[src/rtl/minterm_sweeper.sv]
// Serial-loaded 2^N-bit truth table, swept in ascending input order as a valid/ready stream of (vec, s) beats.
// Latency: first beat the cycle after start; done pulses one cycle after the last accepted beat.
// Backpressure: out_ready=0 holds vec, s and ones stable; beats are never dropped or repeated.
module minterm_sweeper #(
  parameter int N = 4
) (
  input  logic         clk,
  input  logic         reset,
  input  logic         load,
  input  logic         load_bit,
  input  logic         start,
  input  logic         out_ready,
  output logic         out_valid,
  output logic [N-1:0] vec,
  output logic         s,
  output logic         busy,
  output logic         done,
  output logic [N:0]   ones,
  output logic         all_one,
  output logic         all_zero
);

  localparam int D = 1 << N;
  localparam logic [N-1:0] LAST = N'(D - 1);
  localparam logic [N:0]   FULL = (N + 1)'(D);

  typedef enum logic [1:0] {
    IDLE  = 2'd0,
    SWEEP = 2'd1,
    FIN   = 2'd2
  } state_t;

  state_t         state;
  state_t         state_nxt;
  logic [D-1:0]   tt;
  logic [N-1:0]   cnt;
  logic [N:0]     ones_r;
  logic [N:0]     ones_inc;
  logic           all_one_r;
  logic           all_zero_r;
  logic           last_beat;

  assign last_beat = (cnt == LAST);
  assign ones_inc  = ones_r + {{N{1'b0}}, tt[cnt]};

  // State register plus the datapath registers it governs.
  always_ff @(posedge clk) begin
    if (reset) begin
      state      <= IDLE;
      tt         <= '0;
      cnt        <= '0;
      ones_r     <= '0;
      all_one_r  <= 1'b0;
      all_zero_r <= 1'b0;
    end else begin
      state <= state_nxt;
      case (state)
        IDLE: begin
          if (start) begin
            cnt        <= '0;
            ones_r     <= '0;
            all_one_r  <= 1'b0;
            all_zero_r <= 1'b0;
          end else if (load) begin
            tt <= {tt[D-2:0], load_bit};
          end
        end
        SWEEP: begin
          if (out_ready) begin
            ones_r <= ones_inc;
            if (last_beat) begin
              // Flags come from the final count so they are already valid alongside done.
              all_one_r  <= (ones_inc == FULL);
              all_zero_r <= (ones_inc == '0);
            end else begin
              cnt <= cnt + 1'b1;
            end
          end
        end
        default: ;
      endcase
    end
  end

  always_comb begin
    state_nxt = state;
    case (state)
      IDLE:    if (start) state_nxt = SWEEP;
      SWEEP:   if (out_ready && last_beat) state_nxt = FIN;
      FIN:     state_nxt = IDLE;
      default: state_nxt = IDLE;
    endcase
  end

  always_comb begin
    out_valid = 1'b0;
    busy      = 1'b0;
    done      = 1'b0;
    vec       = '0;
    s         = 1'b0;
    case (state)
      SWEEP: begin
        out_valid = 1'b1;
        busy      = 1'b1;
        vec       = cnt;
        s         = tt[cnt];
      end
      FIN:     done = 1'b1;
      default: ;
    endcase
  end

  assign ones     = ones_r;
  assign all_one  = all_one_r;
  assign all_zero = all_zero_r;

endmodule

[config.mk]
export PLATFORM = sky130hd
export DESIGN_NAME = minterm_sweeper
export DESIGN_NICKNAME = d
export VERILOG_FILES = /design/src/rtl/minterm_sweeper.sv
export SDC_FILE = /design/constraint.sdc
export NUM_CORES = 1
export LEC_CHECK = 0
export BUFFER_PORTS_ARGS = -buffer_cell sky130_fd_sc_hd__buf_2
export CORE_UTILIZATION = 59
export DETAILED_ROUTE_END_ITERATION = 7
export GPL_TIMING_DRIVEN = 0
export HOLD_SLACK_MARGIN = 0.06
export PLACE_DENSITY = 0.84
export SLEW_MARGIN = 20
export SYNTH_ARGS = -nofsm -noshare
export SYNTH_HDL_FRONTEND = slang
export SYNTH_SLANG_ARGS = --single-unit
[constraint.sdc]
create_clock -name clk -period 4.5 [get_ports clk]
set_input_delay 0.225 -clock clk [delete_from_list [all_inputs] [get_ports clk]]
set_output_delay 0.225 -clock clk [all_outputs]
set_load 0.01 [all_outputs]
==> implementation parameters <==
Parameter                              Value

Route
  Mean number of vias per cell ... 5.79
  Number of iterations in the first detailed-routing pass ... 4
  DR iter-0 viols ... 43
  Detailed-route via count ... 1320
  Final routed DRC violation total ... 0
  Total detailed-routing wirelength ... around 3100 um
  Avg WL per Cell ... 13.6 um
  Post-detailed-route count of antenna-violating nets ... 0

Floorplan
  Starting density of the core ... 63.7%
  Row count ... 17
  I/O Pins ... 21
  Overall die area ... 2640 sq um
  Die outline height ... between 50 and 60 um
  Core footprint ... between 2000 and 2500 sq um
  Die Width ... 51.3 um

Power and ir drop
  Leakage power ... 0.642 nW
  Power density of the placed cells ... 299 nW/um^2
  Worst ir drop on vdd ... 0.274 mV

Clock tree
  Clock tree root buffer cell ... sky130_fd_sc_hd__clkbuf_4
  Number of hold-repair buffers added at the cts stage ... 0
  CTS buffer count ... 5
  CTS tree ... done
  H-tree lvl count ... 2
  Post-CTS setup-driven buffer insertion count ... 0
  Number of gates resized after CTS ... 0
  Clk buf depth ... 2
  Number of clock sinks seen by CTS ... 29
  Clk pin slew, worst setup/hold paths ... 90 ps
  Later-pin clock latency in the skew report ... 310 ps

Placement
  Routability Congestion ... 0.824
  Placement-stage cell area ... 1570 sq um
  Port bufs ... 19
  Hpwl dp ... 2340 um

Synthesis
  Syn Nets ... 182
  Synthesized area divided by synthesized cell count ... 8.30 sq um
  Number of synthesized register bits ... 29
  Syn Inst Count ... between 150 and 200
  Share of synthesized area occupied by flip-flops and latches ... between 40 and 50%
  Post-synth EDFFs ... 0
  Number of unique standard cell types used by synthesis ... 37
  Proportion of register bits with asynchronous set or reset after synthesis ... 0%
  Total number of yosys warnings ... 0
  Top flip-flop cell by instance count after synthesis ... sky130_fd_sc_hd__dfxtp_1
  Post-synthesis cell area ... 1440 sq um

Setup path
  Critical path's top delay family ... multiplexers
  Worst path cell trace ... buf_2, mux4_2, o211ai_1, nand2_1, ha_1, ha_1, xor2_1, nor3_1, nand3_1, o32ai_1
  Critical path arrival ... approximately 2900 ps
  Top fanout value on the critical path ... 10
  Critical path endpoint category ... register
  WP buf/inv ... 1
  Crit Path Class ... register to register
  CP max-delay cell ... sky130_fd_sc_hd__mux4_2
  Required time of the worst setup path ... 4730 ps
  Kind of start point of the critical path ... register
  Crit path largest cell delay ... 530 ps
  Most used cell along the critical path ... sky130_fd_sc_hd__ha_1

Global routing
  Met2 track demand over resource ... between 40% and 50%
  Number of global-route vias before repair ... roughly 1200
  Maximum number of pins on one net before global-route repair ... 12
  Most heavily used metal layer in global routing ... met2
  Initial antenna violation count ... 0
  First-pass GRT wire length ... about 5500 um
  Met1 GRT Util ... 36.9%
  Met3 GRT Util ... between 5 and 6%
  Grt ovf ... 0
  Aggregate global-route resource usage ... 27.6%

Final layout
  Total non-filler cell area in the finished layout ... about 1600 sq um
  Area growth from synthesis to layout ... 13.9%
  Ratio of cells with drive above 1 in the final layout ... 20.0%
  Post-layout net count ... 208
  Total inserted antenna cells ... 0

STA
  Remaining max-slew budget at the tightest pin ... 69.4%
  Max Clock Freq ... 369 MHz
  Setup TNS ... 0 ps
  Count of endpoints failing hold in the final timing report ... 0
  Number of failing setup endpoints in the final timing report ... 0
  Setup clock skew after layout ... 12.8 ps
  Final period util ... 60.2%
  Pins over their slew limit ... 0
  Transition time at the pin with the least slew margin ... roughly 460 ps
  Tmin final ... 2710 ps
  Unrepaired setup endpoints after global routing ... false

Worst hold path
  Worst hold path type ... input pin to register

Job
  Reported max-cap violation count ... 0

Status
  Status ... finished clean
-- layout make-up --
cell class,instances,area (sq um)
Multi-Input combinational cell,131,788
Fill cell,196,618
Sequential cell,29,581
Timing Repair Buffer,19,95.1
Clock buffer,7,65.1
Buffer,11,60.1
Tap cell,28,35.0
Inverter,2,7.51
Clock inverter,1,5.00
-- report_power, final --
part	total (mW)	switching, mW	internal, mW
Sequential	0.262	0.00318	0.259
Combinational	0.0528	0.0329	0.0199
Clock	0.175	0.0843	0.0905
-- synthesized netlist by cell type (2+ instances only) --
cell | number | share of area [%]
sky130_fd_sc_hd__nand2b_1 | 2 | 0.87
sky130_fd_sc_hd__nand3_1 | 9 | 3.1
sky130_fd_sc_hd__a21oi_1 | 22 | 7.7
sky130_fd_sc_hd__nor3_1 | 2 | 0.70
sky130_fd_sc_hd__mux2i_1 | 5 | 3.5
sky130_fd_sc_hd__nand3b_1 | 2 | 1.0
sky130_fd_sc_hd__ha_1 | 3 | 2.6
sky130_fd_sc_hd__nand4_1 | 4 | 1.7
sky130_fd_sc_hd__nand4b_1 | 2 | 1.2
sky130_fd_sc_hd__o32ai_1 | 2 | 1.2
sky130_fd_sc_hd__or2b_1 | 2 | 1.0
sky130_fd_sc_hd__clkbuf_1 | 3 | 0.78
sky130_fd_sc_hd__buf_2 | 5 | 1.7
sky130_fd_sc_hd__dfxtp_1 | 29 | 40
sky130_fd_sc_hd__and2_1 | 4 | 1.7
sky130_fd_sc_hd__xor2_1 | 4 | 2.4
sky130_fd_sc_hd__inv_1 | 2 | 0.52
sky130_fd_sc_hd__mux4_2 | 2 | 3.1
sky130_fd_sc_hd__nand2_1 | 39 | 10
sky130_fd_sc_hd__nor2_1 | 12 | 3.1
sky130_fd_sc_hd__a32oi_1 | 2 | 1.2
-- final timing paths --
path | from | end | slack, ps | depth (start not counted)
max | cnt[0]$_SDFFE_PP0P_ | all_zero$_SDFFE_PP0P_ | 1790 | 10
min | load_bit | tt[0]$_SDFFE_PP0P_ | 140 | 3
min reg2reg | tt[1]$_SDFFE_PP0P_ | tt[2]$_SDFFE_PP0P_ | 470 | 2
max reg2reg | cnt[0]$_SDFFE_PP0P_ | all_zero$_SDFFE_PP0P_ | 1790 | 10
-- metal layers --
| metal | vias up | part of all wire (%) | routed length (um) |
|---|---|---|---|
| met5 | - | 0 | 0 |
| met4 | 0 | 0.39 | 12 |
| met3 | 3 | 5.0 | 154 |
| met2 | 42 | 51 | 1570 |
| met1 | 620 | 44 | 1370 |
| li1 | 655 | - | - |
-- layout by cell type (no fill, tap or decap), types with 2 or more instances in the layout --
master                      n
sky130_fd_sc_hd__or2b_1     2
sky130_fd_sc_hd__nand2b_1   2
sky130_fd_sc_hd__clkbuf_4   5
sky130_fd_sc_hd__mux4_2     2
sky130_fd_sc_hd__nand3b_1   2
sky130_fd_sc_hd__clkbuf_1   3
sky130_fd_sc_hd__nand2_1   39
sky130_fd_sc_hd__buf_2     24
sky130_fd_sc_hd__o32ai_1    2
sky130_fd_sc_hd__nand4_1    4
sky130_fd_sc_hd__clkbuf_8   2
sky130_fd_sc_hd__nand3_1    9
sky130_fd_sc_hd__inv_1      2
sky130_fd_sc_hd__dfxtp_1   29
sky130_fd_sc_hd__and2_1     4
sky130_fd_sc_hd__nand4b_1   2
sky130_fd_sc_hd__mux2i_1    5
sky130_fd_sc_hd__xor2_1     4
sky130_fd_sc_hd__nor3_1     2
sky130_fd_sc_hd__nor2_1    12
sky130_fd_sc_hd__a21oi_1   22
sky130_fd_sc_hd__ha_1       3
sky130_fd_sc_hd__a32oi_1    2
-- flip-flops by register name (all words and copies together), names as in the netlist --
register and flops:
tt 16, ones 5, cnt 4, state 2, all_one 1, all_zero 1
-- kinds of logic after synthesis --
family                     count (synthesis)  share of synthesized area, %
and+or+nand+nor                           82                          27.9
muxes                                      8                          7.40
xor gates and xnor gates                   5                          3.05
buffers and inverters                     13                          4.70
adders and majority gates                  3                          2.61
DFF                                       29                          40.4
AOI/OAI and AO/OA                         33                          13.9
-- through the flow --
stage	power, mW	std cells	util [%]	hold slack [ps]	setup WS (ps)
after global routing	0.510	228	72.6	127	1580
final	0.490	228	72.6	137	1790
after CTS	0.494	228	72.6	122	1810
after detailed placement	0.321	220	69.5	460	1820
after global placement	0.319	220	69.5	448	1880
after floorplan	0.306	173	-	361	2090
-- worst min-delay path: cells and delay by family --
family / cells / cell delay, ps
buffers and inverters: 1 / 90
AOI/OAI and AO/OA: 1 / 50
and+or+nand+nor: 1 / 40
Power figures use the tool's default switching activity.
